### config.mk
export PLATFORM = sky130hd
export DESIGN_NAME = uart_prog_loader_flat
export DESIGN_NICKNAME = d
export VERILOG_FILES = /design/src/rtl/prog_loader_pkg.sv /design/src/rtl/uart_prog_loader_if.sv /design/src/rtl/uart_rx_byte.sv /design/src/rtl/uart_prog_loader.sv /design/src/flat_wrapper.sv
export SDC_FILE = /design/constraint.sdc
export NUM_CORES = 1
export LEC_CHECK = 0
export ABC_AREA = 0
export CAP_MARGIN = 20
export CELL_PAD_IN_SITES_DETAIL_PLACEMENT = 2
export CELL_PAD_IN_SITES_GLOBAL_PLACEMENT = 2
export CORE_ASPECT_RATIO = 1.1
export CORE_MARGIN = 2
export CORE_UTILIZATION = 41
export DETAILED_ROUTE_END_ITERATION = 10
export DONT_BUFFER_PORTS = 1
export PLACE_DENSITY = 0.83
export SLEW_MARGIN = 10
export SYNTH_ARGS = -nofsm -noshare
export SYNTH_HDL_FRONTEND = slang
export SYNTH_HIERARCHICAL = 1
export SYNTH_SLANG_ARGS = --single-unit
### constraint.sdc
create_clock -name clk -period 3.6 [get_ports clk]
set_input_delay 0.72 -clock clk [delete_from_list [all_inputs] [get_ports clk]]
set_output_delay 0.72 -clock clk [all_outputs]
set_load 0.02 [all_outputs]
### src/rtl/prog_loader_pkg.sv
// Shared types and constants for the UART program loader.
//   ld_state_e : loader frame FSM states
//   rx_state_e : UART receiver FSM states
//   SYNC_BYTE  : frame start marker
//   baud_div() : clocks per UART bit, rounded to nearest
package prog_loader_pkg;

    typedef enum logic [2:0] {
        StIdle,
        StLenLo,
        StLenHi,
        StDatLo,
        StDatHi,
        StCsum,
        StDone,
        StErr
    } ld_state_e;

    typedef enum logic [1:0] {
        RxIdle,
        RxStart,
        RxData,
        RxStop
    } rx_state_e;

    localparam logic [7:0] SYNC_BYTE = 8'hA5;

    function automatic int unsigned baud_div(input int unsigned clk_hz, input int unsigned baud);
        return (clk_hz + baud / 2) / baud;
    endfunction

endpackage

### src/rtl/uart_prog_loader_if.sv
// Write-side bundle of the program BRAM port.
//   ram_ce   BRAM clock enable
//   ram_oce  BRAM output-register enable
//   ram_wre  BRAM write enable
//   ram_ad   word address
//   ram_din  write data
// master: loader drives the port; slave: BRAM / port mux side.
interface uart_prog_loader_if #(
    parameter int unsigned ADDR_W = 11,
    parameter int unsigned DATA_W = 16
);
    logic              ram_ce;
    logic              ram_oce;
    logic              ram_wre;
    logic [ADDR_W-1:0] ram_ad;
    logic [DATA_W-1:0] ram_din;

    modport master (output ram_ce, output ram_oce, output ram_wre, output ram_ad, output ram_din);
    modport slave  (input  ram_ce, input  ram_oce, input  ram_wre, input  ram_ad, input  ram_din);
endinterface

### src/rtl/uart_rx_byte.sv
// 8N1 UART byte receiver.
//   clk, reset   system clock, synchronous active-high reset
//   rx           asynchronous serial input, idle high
//   data         last received byte (valid while byte_valid=1, held afterwards)
//   byte_valid   1-cycle pulse: byte received with a good stop bit
//   frame_err    1-cycle pulse: stop bit sampled low
module uart_rx_byte
    import prog_loader_pkg::*;
#(
    parameter int unsigned CLK_HZ = 27_000_000,
    parameter int unsigned BAUD   = 115_200
) (
    input  logic       clk,
    input  logic       reset,
    input  logic       rx,
    output logic [7:0] data,
    output logic       byte_valid,
    output logic       frame_err
);
    localparam int unsigned DIV   = baud_div(CLK_HZ, BAUD);
    localparam int unsigned CNT_W = $clog2(DIV + 1);
    localparam logic [CNT_W-1:0] DIV_M1  = CNT_W'(DIV - 1);
    localparam logic [CNT_W-1:0] HALF_M1 = CNT_W'(DIV / 2 - 1);

    rx_state_e        st_q, st_d;
    logic [1:0]       sync_q;
    logic             prev_q;
    logic [CNT_W-1:0] cnt_q, cnt_d;
    logic [2:0]       bit_q, bit_d;
    logic [7:0]       sh_q, sh_d;
    logic             valid_q, valid_d;
    logic             ferr_q, ferr_d;
    logic             rx_s;

    assign rx_s = sync_q[1];

    always_comb begin
        st_d    = st_q;
        cnt_d   = cnt_q;
        bit_d   = bit_q;
        sh_d    = sh_q;
        valid_d = 1'b0;
        ferr_d  = 1'b0;
        case (st_q)
            RxIdle: begin
                if (prev_q && !rx_s) begin
                    st_d  = RxStart;
                    cnt_d = HALF_M1;
                end
            end
            RxStart: begin
                if (cnt_q == '0) begin
                    // A start bit that is no longer low at mid-bit was a glitch.
                    if (!rx_s) begin
                        st_d  = RxData;
                        cnt_d = DIV_M1;
                        bit_d = 3'd0;
                    end else begin
                        st_d = RxIdle;
                    end
                end else begin
                    cnt_d = cnt_q - 1'b1;
                end
            end
            RxData: begin
                if (cnt_q == '0) begin
                    sh_d  = {rx_s, sh_q[7:1]};
                    cnt_d = DIV_M1;
                    if (bit_q == 3'd7) begin
                        st_d = RxStop;
                    end else begin
                        bit_d = bit_q + 1'b1;
                    end
                end else begin
                    cnt_d = cnt_q - 1'b1;
                end
            end
            RxStop: begin
                if (cnt_q == '0) begin
                    valid_d = rx_s;
                    ferr_d  = !rx_s;
                    st_d    = RxIdle;
                end else begin
                    cnt_d = cnt_q - 1'b1;
                end
            end
            default: st_d = RxIdle;
        endcase
    end

    always_ff @(posedge clk) begin
        if (reset) begin
            st_q    <= RxIdle;
            sync_q  <= 2'b11;
            prev_q  <= 1'b1;
            cnt_q   <= '0;
            bit_q   <= 3'd0;
            sh_q    <= 8'h00;
            valid_q <= 1'b0;
            ferr_q  <= 1'b0;
        end else begin
            st_q    <= st_d;
            sync_q  <= {sync_q[0], rx};
            prev_q  <= rx_s;
            cnt_q   <= cnt_d;
            bit_q   <= bit_d;
            sh_q    <= sh_d;
            valid_q <= valid_d;
            ferr_q  <= ferr_d;
        end
    end

    assign data       = sh_q;
    assign byte_valid = valid_q;
    assign frame_err  = ferr_q;

endmodule

### src/rtl/uart_prog_loader.sv
// UART program loader: receives a framed image over 8N1 UART and writes it as little-endian
// 16-bit words into the program BRAM starting at address 0, holding the CPU while loading.
// Frame: A5 | LEN_LO | LEN_HI | {LO,HI} x LEN [| CSUM]
// Optional feature macro: PROG_LOADER_CSUM_EN (adds a trailing XOR checksum byte).
//   clk           system clock
//   reset         synchronous active-high reset
//   uart_rx       serial input, idle high
//   ram           BRAM write port (uart_prog_loader_if.master)
//   cpu_hold      1 while a frame is being loaded
//   load_done     sticky: last frame completed
//   load_err      sticky: last frame aborted
//   words_loaded  words written in the current/last frame
// Assumes ADDR_W <= 15 so the length field covers 2**ADDR_W.
module uart_prog_loader
    import prog_loader_pkg::*;
#(
    parameter int unsigned CLK_HZ      = 27_000_000,
    parameter int unsigned BAUD        = 115_200,
    parameter int unsigned ADDR_W      = 11,
    parameter int unsigned DATA_W      = 16,
    parameter int unsigned TIMEOUT_CYC = CLK_HZ / 100
) (
    input  logic                clk,
    input  logic                reset,
    input  logic                uart_rx,
    uart_prog_loader_if.master  ram,
    output logic                cpu_hold,
    output logic                load_done,
    output logic                load_err,
    output logic [ADDR_W:0]     words_loaded
);
    localparam int unsigned TMO_W = $clog2(TIMEOUT_CYC + 1);
    localparam logic [TMO_W-1:0] TMO_MAX = TMO_W'(TIMEOUT_CYC);
    localparam logic [15:0] MAX_WORDS = 16'(2 ** ADDR_W);
`ifdef PROG_LOADER_CSUM_EN
    localparam ld_state_e END_ST = StCsum;
`else
    localparam ld_state_e END_ST = StDone;
`endif

    logic [7:0] rx_byte;
    logic       byte_valid;
    logic       frame_err;

    uart_rx_byte #(
        .CLK_HZ (CLK_HZ),
        .BAUD   (BAUD)
    ) u_rx (
        .clk        (clk),
        .reset      (reset),
        .rx         (uart_rx),
        .data       (rx_byte),
        .byte_valid (byte_valid),
        .frame_err  (frame_err)
    );

    ld_state_e         st_q, st_d;
    logic [7:0]        lo_q, lo_d;
    logic [ADDR_W:0]   len_q, len_d;
    logic [ADDR_W:0]   cnt_q, cnt_d;
    logic [TMO_W-1:0]  tmo_q, tmo_d;
    logic              hold_q, hold_d;
    logic              done_q, done_d;
    logic              err_q, err_d;
    logic              wre_q, wre_d;
    logic [ADDR_W-1:0] ad_q, ad_d;
    logic [DATA_W-1:0] din_q, din_d;
    logic [15:0]       len_full;
    logic              busy;

    assign busy     = st_q inside {StLenLo, StLenHi, StDatLo, StDatHi, StCsum};
    assign len_full = {rx_byte, lo_q};

`ifdef PROG_LOADER_CSUM_EN
    logic [7:0] csum_q, csum_d;

    always_comb begin
        csum_d = csum_q;
        if (byte_valid) begin
            case (st_q)
                StIdle:                             csum_d = 8'h00;
                StLenLo, StLenHi, StDatLo, StDatHi: csum_d = csum_q ^ rx_byte;
                default:                            csum_d = csum_q;
            endcase
        end
    end

    always_ff @(posedge clk) begin
        if (reset) begin
            csum_q <= 8'h00;
        end else begin
            csum_q <= csum_d;
        end
    end
`endif

    always_comb begin
        st_d   = st_q;
        lo_d   = lo_q;
        len_d  = len_q;
        cnt_d  = cnt_q;
        hold_d = hold_q;
        done_d = done_q;
        err_d  = err_q;
        wre_d  = 1'b0;
        ad_d   = ad_q;
        din_d  = din_q;

        // Inter-byte gap counter, only meaningful inside a frame.
        if (!busy || byte_valid || frame_err) begin
            tmo_d = '0;
        end else if (tmo_q == TMO_MAX) begin
            tmo_d = tmo_q;
        end else begin
            tmo_d = tmo_q + 1'b1;
        end

        case (st_q)
            StIdle: begin
                if (byte_valid && rx_byte == SYNC_BYTE) begin
                    st_d   = StLenLo;
                    hold_d = 1'b1;
                    done_d = 1'b0;
                    err_d  = 1'b0;
                    cnt_d  = '0;
                end
            end
            StLenLo: begin
                if (byte_valid) begin
                    lo_d = rx_byte;
                    st_d = StLenHi;
                end
            end
            StLenHi: begin
                if (byte_valid) begin
                    len_d = len_full[ADDR_W:0];
                    if (len_full > MAX_WORDS) begin
                        st_d = StErr;
                    end else if (len_full == 16'h0000) begin
                        st_d = END_ST;
                    end else begin
                        st_d = StDatLo;
                    end
                end
            end
            StDatLo: begin
                if (byte_valid) begin
                    lo_d = rx_byte;
                    st_d = StDatHi;
                end
            end
            StDatHi: begin
                if (byte_valid) begin
                    wre_d = 1'b1;
                    ad_d  = cnt_q[ADDR_W-1:0];
                    din_d = DATA_W'({rx_byte, lo_q});
                    cnt_d = cnt_q + 1'b1;
                    st_d  = (cnt_d == len_q) ? END_ST : StDatLo;
                end
            end
            StCsum: begin
`ifdef PROG_LOADER_CSUM_EN
                if (byte_valid) begin
                    st_d = (rx_byte == csum_q) ? StDone : StErr;
                end
`else
                st_d = StDone;
`endif
            end
            StDone: begin
                done_d = 1'b1;
                hold_d = 1'b0;
                st_d   = StIdle;
            end
            StErr: begin
                err_d  = 1'b1;
                hold_d = 1'b0;
                st_d   = StIdle;
            end
            default: st_d = StIdle;
        endcase

        // A byte arriving on the timeout cycle takes priority over the timeout.
        if (busy && !byte_valid && (frame_err || tmo_q == TMO_MAX)) begin
            st_d = StErr;
        end
    end

    always_ff @(posedge clk) begin
        if (reset) begin
            st_q   <= StIdle;
            lo_q   <= 8'h00;
            len_q  <= '0;
            cnt_q  <= '0;
            tmo_q  <= '0;
            hold_q <= 1'b0;
            done_q <= 1'b0;
            err_q  <= 1'b0;
            wre_q  <= 1'b0;
            ad_q   <= '0;
            din_q  <= '0;
        end else begin
            st_q   <= st_d;
            lo_q   <= lo_d;
            len_q  <= len_d;
            cnt_q  <= cnt_d;
            tmo_q  <= tmo_d;
            hold_q <= hold_d;
            done_q <= done_d;
            err_q  <= err_d;
            wre_q  <= wre_d;
            ad_q   <= ad_d;
            din_q  <= din_d;
        end
    end

    assign ram.ram_ce   = wre_q;
    assign ram.ram_wre  = wre_q;
    assign ram.ram_oce  = 1'b0;
    assign ram.ram_ad   = ad_q;
    assign ram.ram_din  = din_q;
    assign cpu_hold     = hold_q;
    assign load_done    = done_q;
    assign load_err     = err_q;
    assign words_loaded = cnt_q;

endmodule

### src/flat_wrapper.sv
// flat-port wrapper written by rule: the top's interface ports become plain ports
module uart_prog_loader_flat import prog_loader_pkg::*;
#(
    parameter int unsigned CLK_HZ      = 27_000_000,
    parameter int unsigned BAUD        = 115_200,
    parameter int unsigned ADDR_W      = 11,
    parameter int unsigned DATA_W      = 16,
    parameter int unsigned TIMEOUT_CYC = CLK_HZ / 100
)
  (clk, reset, uart_rx, cpu_hold, load_done, load_err, words_loaded, ram_ram_ce, ram_ram_oce, ram_ram_wre, ram_ram_ad, ram_ram_din);
  uart_prog_loader_if #(.ADDR_W(ADDR_W), .DATA_W(DATA_W)) ram_i ();
  input  logic clk;
  input  logic reset;
  input  logic uart_rx;
  output logic cpu_hold;
  output logic load_done;
  output logic load_err;
  output logic [ADDR_W:0] words_loaded;
  output wire logic [$bits(ram_i.ram_ce)-1:0] ram_ram_ce;
  output wire logic [$bits(ram_i.ram_oce)-1:0] ram_ram_oce;
  output wire logic [$bits(ram_i.ram_wre)-1:0] ram_ram_wre;
  output wire logic [$bits(ram_i.ram_ad)-1:0] ram_ram_ad;
  output wire logic [$bits(ram_i.ram_din)-1:0] ram_ram_din;
  assign ram_ram_ce = ram_i.ram_ce;
  assign ram_ram_oce = ram_i.ram_oce;
  assign ram_ram_wre = ram_i.ram_wre;
  assign ram_ram_ad = ram_i.ram_ad;
  assign ram_ram_din = ram_i.ram_din;
  uart_prog_loader #(.CLK_HZ(CLK_HZ), .BAUD(BAUD), .ADDR_W(ADDR_W), .DATA_W(DATA_W), .TIMEOUT_CYC(TIMEOUT_CYC)) u_core (.clk(clk), .reset(reset), .uart_rx(uart_rx), .ram(ram_i), .cpu_hold(cpu_hold), .load_done(load_done), .load_err(load_err), .words_loaded(words_loaded));
endmodule
==> out/metrics.yaml, run 1 <==
worst-slew-pin-transition_ns: 0.709
insertion_delay_ns: 0.36
numCtsBuffers: 9
yosysSeqAreaShare_pct: 42.5
gr-total-overflow: 0
rrSetupSlack_ns: 0.86
core_um2: 12500
cp.required_ns: 3.85
hp-class: "in2reg"
dr.pass1.iters: 4
max_freq_mhz: 364
relSlewSlack_pct: 52.7
dp_slack_ns: 0.938
cts_tree: "yes"
synth_nets: 654
wl_per_cell_um: 19.5
die_h_um: 122
dieArea_um2: 13700
arrival_ns: 2.99
synth_cells: 639
period_share_pct: 76.2
via_per_inst: 5.83
finalSetupTns_ns: 0
gp_congestion: 0.796
synth_edf_count: 0
cp-end-kind: "flop"
vias: 4525
synthToLayoutAreaGrowth_pct: 7.39
p_leak_nw: 1.92
grt_max_degree: 90
min_from: "reset"
ys_async_sr_fraction_pct: 0
post_cts_resized: 0
yosys_warnings: 6
syn_area_um2: 5230
routed_wl_um: 15100
hpwl_um: 10300
cts_max_level: 3
rsz0062_at_grt: "false"
finish.utilization_pct: 44.8
postRouteAntennaNets: 0
reg2reg_from: "u_core/words_loaded[1]"
clk_pin_slew_ns: 0.08
drt_iter0_markers: 201
synth_flop_cell: "dfxtp_1"
rows: 43
die_w_um: 112
worst_clock_skew_ns: 0.00532
grt_pass1_wl_um: 25300
path_max_fanout: 7
drive_above_1_share_pct: 5.82
clk_path_buf_depth: 2
synthDistinctLibCells: 66
antenna_found_initial: 0
track_usage_pct: 23.0
ys_seq_elements: 111
cts_root_buf: "clkbuf_16"
io_pins: 48
critPathKind: "reg2reg"
ff2ff_path_depth: 7
cap_violations: 0
cts_hold_buffers: 0
nNetsFinal: 629
numPortBuffers: 0
status: "completed"
crit_start: "u_core/words_loaded[1]"
hold_viol_final: 0
num_antenna_cells: 0
setup_violations: 0
layout_min_cycle_time_ns: 2.74
powerDensity_nw_per_um2: 482
min_path_cells: 1
postCtsSetupRepairBufs: 0
grt_pass1_vias: 4827
start_util_pct: 41.7
synth.avg_cell_area_um2: 8.19
fin_ws_ns: 0.856
vdd_ir_drop_max_mv: 0.490
clock_sinks: 111
drc: 0
drv_slew: 0
worst_setup_path_start_kind: "flop"
-- layout make-up --
type,count,area (µm²)
fill,1434,6920
timing repair buffer,3,22.5
sequential,111,2220
clock inverter,5,87.6
multi-input combinational,470,2770
clock buffer,11,253
inverter,19,71.3
tap,157,196
-- placed cells by master, fill, tap and decap left out, types with 12 or more instances in the layout --
cell type / n
ha_1: 12
nand2_1: 113
a21oi_1: 72
xnor2_1: 21
nand3_1: 26
inv_1: 19
xor2_1: 13
dfxtp_1: 111
nor2_1: 58
o21ai_0: 18
-- kinds of logic after synthesis --
kind of cell    Yosys count  synth area share, %
buf+inv                  58                 4.66
compound gates          134                 15.7
xor+xnor                 34                 5.69
flops                   111                 42.5
simple gates            279                 26.6
fa+ha+maj                12                 2.87
other cells               1               0.0717
mux                      10                 1.91
-- per-stage QoR --
step | area, µm² | cells | hold slack (ns) | total power, mW
2_1_floorplan | 5230 | 639 | 0.389 | 1.53
3_3_place_gp | 5280 | 760 | 0.404 | 1.57
3_5_place_dp | 5280 | 760 | 0.413 | 1.59
4_1_cts | 5620 | 776 | 0.414 | 2.73
5_1_grt | 5620 | 776 | 0.415 | 2.82
6_report | 5620 | 776 | 0.420 | 2.71
-- worst max-delay path: stages, from the launching register on --
cell	delay, ns
dfxtp_1	0.66
ha_1	0.47
nand3_4	0.16
nor4_4	0.41
nor3b_1	0.11
nor4_2	0.28
o2111ai_1	0.18
o311a_1	0.37
-- flip-flops by register name (all words and copies together) (netlist names), 3 cells and up, named ones only --
register	count
u_core/lo_q	8
u_core/u_rx/bit_q	3
u_core/ram.ram_ad	11
u_core/u_rx/data	8
u_core/st_q	3
u_core/u_rx/cnt_q	8
u_core/words_loaded	12
u_core/len_q	12
u_core/tmo_q	19
u_core/ram.ram_din	16
-- metal layers --
layer	GRT usage [%]	wire [µm]
met2	39.5	7340
met3	3.90	536
met5	0	0
met4	9.57	344
met1	28.6	6930
-- power by group --
group,total (mW),leakage (nW),switching [mW],internal [mW]
registers,1.29,0.895,0.0384,1.25
clock network,1.14,0.164,0.483,0.656
logic,0.281,0.863,0.189,0.0919
-- Yosys cell counts (3+ instances only) --
cell type,n,area (µm²)
xnor2_1,21,184
nand3_1,26,130
buf_1,3,11.3
o31a_1,3,26.3
and2_1,3,18.8
inv_1,19,71.3
nand4_1,11,68.8
mux2i_1,10,100
nor3_1,11,55.1
nor3b_1,5,37.5
xor2_1,13,114
ha_1,12,150
a311oi_1,4,35.0
nor4_4,3,63.8
o311a_1,3,30.0
buf_4,4,30.0
or3_1,3,18.8
dfxtp_1,111,2220
clkbuf_1,23,86.3
nor4b_1,3,26.3
a31oi_1,4,25.0
or2_2,5,31.3
and4_1,4,35.0
nor2_1,58,218
buf_2,8,40.0
nand3b_1,5,37.5
o21ai_0,18,90.1
o31ai_1,4,30.0
and3_1,5,31.3
nor4_1,7,43.8
nand2b_1,3,18.8
a21oi_1,72,360
nand2_1,113,424
-- path summary, 6_finish.rpt --
kind	to
setup reg to reg	u_core/st_q[0]
hold reg to reg	u_core/u_rx/sync_q[1]
hold / removal	u_core/u_rx/cnt_q[0]
setup / recovery	u_core/st_q[0]
Power figures use the tool's default switching activity.
==> run 2, diff against run 1 <==
Settings changed: CORE_UTILIZATION 41 to 34, PLACE_DENSITY 0.83 to 0.74.
Clock period 3.6 ns to 2.5 ns, I/O delays scaled along.
==> run 2 against run 1 <==
Net effect:
- worst hold slack lost 0.21 ns
- wire length grew 2.4%
- sequential power grew 43%
- largest cell class unchanged
- clock power grew 31%
- critical path depth is the same
- final area grew 2.1%
- highest routed layer unchanged
==> out/metrics.yaml, run 2 (synthesized netlist as in run 1, its figures left out) <==
gp_congestion: 0.799  # +0.34%
post_cts_resized: 0  # unchanged
hp-class: "in2reg"
postCtsSetupRepairBufs: 0  # unchanged
routed_wl_um: 15500  # +2.4%
cap_violations: 0  # unchanged
drive_above_1_share_pct: 7.90  # +2.1 points
rsz0062_at_grt: "false"
rr_endpoint: "u_core/st_q[0]"
endpoint: "u_core/st_q[0]"
via_per_inst: 5.44  # -6.6%
power.total_mw: 3.74  # +38%
vdd_ir_drop_max_mv: 0.282  # -42%
critPathKind: "reg2reg"
synthToLayoutAreaGrowth_pct: 9.61
ff2ff_path_depth: 7  # unchanged
worst_clock_skew_ns: 0.00939  # +0.00407 ns
clk_path_buf_depth: 2  # unchanged
p_sw_mw: 1.02  # +43%
final_common_cell: "nand2_1"
internal_power_mw: 2.72  # +36%
die_h_um: 134  # +9.5%
cts_tree: "yes"
core_um2: 15100  # +20%
cts_max_level: 3  # unchanged
worst-slew-pin-transition_ns: 0.655  # -0.0538 ns
power.share.clock_pct: 40.0  # -2.1 points
drc: 0  # unchanged
clk_pin_slew_ns: 0.08  # about the same
nNetsFinal: 643  # +2.2%
dp_cells: 813  # +7.0%
start_util_pct: 34.7  # -7.0 points
cp.required_ns: 2.75  # -1.10 ns
period_share_pct: 92.1  # +16 points
multi_input_area_um2: 2770  # unchanged
wl_per_cell_um: 18.7  # -4.2%
die_w_um: 122  # +9.5%
fin_ws_ns: 0.198  # -0.658 ns
gr-total-overflow: 0  # unchanged
layout_min_cycle_time_ns: 2.30  # -0.442 ns
arrival_ns: 2.55  # -0.44 ns
numCtsBuffers: 9  # unchanged
setup_violations: 0  # unchanged
switching_share_pct: 27.2  # +1.0 points
clock_sinks: 111  # unchanged
largest_reg_flops: 19  # unchanged
comb_power_share_pct: 10.5  # about the same
num_antenna_cells: 0  # unchanged
rrSetupSlack_ns: 0.20  # -0.66 ns
vias: 4513  # -0.27%
min_from: "reset"
cts_root_buf: "clkbuf_16"
cts_hold_buffers: 0  # unchanged
cp-end-kind: "flop"
fillers: 1744  # +22%
drv_slew: 0  # unchanged
track_usage_pct: 19.9  # -3.0 points
grt_pass1_wl_um: 25900  # +2.5%
status: "completed"
path_max_fanout: 7  # unchanged
rows: 47  # +9.3%
drt_iter0_markers: 243  # +21%
relSlewSlack_pct: 56.0  # +3.2 points
io_pins: 48  # unchanged
worst_setup_path_start_kind: "flop"
dieArea_um2: 16400  # +20%
reg2reg_from: "u_core/words_loaded[0]"
numPortBuffers: 0  # unchanged
dp_slack_ns: 0.223  # -0.716 ns
powerDensity_nw_per_um2: 652  # +35%
p_leak_nw: 1.99  # +3.3%
insertion_delay_ns: 0.36  # about the same
antenna_found_initial: 0  # unchanged
pwr-share-seq_pct: 49.5  # +2.0 points
hold_viol_final: 0  # unchanged
layout_common_cells: "nand2_1, dfxtp_1, a21oi_1"
seq_area_um2: 2220  # unchanged
grt_pass1_vias: 4961  # +2.8%
postRouteAntennaNets: 0  # unchanged
hpwl_um: 10900  # +5.6%
grt_max_degree: 90  # unchanged
finalSetupTns_ns: 0  # unchanged
crit_start: "u_core/words_loaded[0]"
fin_cells: 829  # +6.8%
largest-register: "u_core/tmo_q"
dr.pass1.iters: 4  # unchanged
max_freq_mhz: 434  # +19%
## run 2: layout make-up
cell class,count,area share (%)
sequential,111,38.8
clock inverter,7,1.35
timing repair buffer,17,2.23
clock buffer,9,3.93
inverter,19,1.24
multi-input combinational,470,48.2
tap,196,4.28
## run 2: per-layer routing
layer  global-route usage (%)  wire length [µm]  vias up
li1                         -                 -     2195
met1                     25.2              7050     2235
met2                     34.6              7760       68
met3                     3.06               509       15
met4                     6.00               184        0
met5                        0                 0        -
## run 2: worst min-delay path by stage
stage,endpoint,slack (ns),cells past startpoint
2_1_floorplan,u_core/u_rx/sync_q[1],0.39,1
3_3_place_gp,u_core/u_rx/sync_q[1],0.40,1
3_5_place_dp,u_core/u_rx/sync_q[1],0.41,1
4_1_cts,u_core/u_rx/bit_q[2],0.20,1
5_1_grt,u_core/u_rx/cnt_q[6],0.20,1
6_report,u_core/u_rx/cnt_q[6],0.21,1
## run 2: stage by stage
step	hold slack, ns	utilization [%]	instance area [µm²]
after global routing	0.199	38.1	5730
after global placement	0.404	36.1	5430
after floorplan	0.389	-	5230
after CTS	0.200	38.1	5730
final	0.214	38.1	5730
after detailed placement	0.413	36.1	5430
## run 2: power by group through the flow
stage	combinational [mW]	sequential, mW	clock (mW)
6_report	0.393	1.85	1.49
5_1_grt	0.443	1.86	1.62
4_1_cts	0.398	1.85	1.54
3_5_place_dp	0.396	1.89	0
3_3_place_gp	0.373	1.89	0
2_1_floorplan	0.330	1.88	0
## run 2: worst max-delay path: stages (launching register included)
cell	delay [ns]
dfxtp_1	0.34
ha_1	0.37
nand3_4	0.17
nor4_4	0.37
nor3b_1	0.11
nor4_2	0.27
o2111ai_1	0.18
o311a_1	0.37
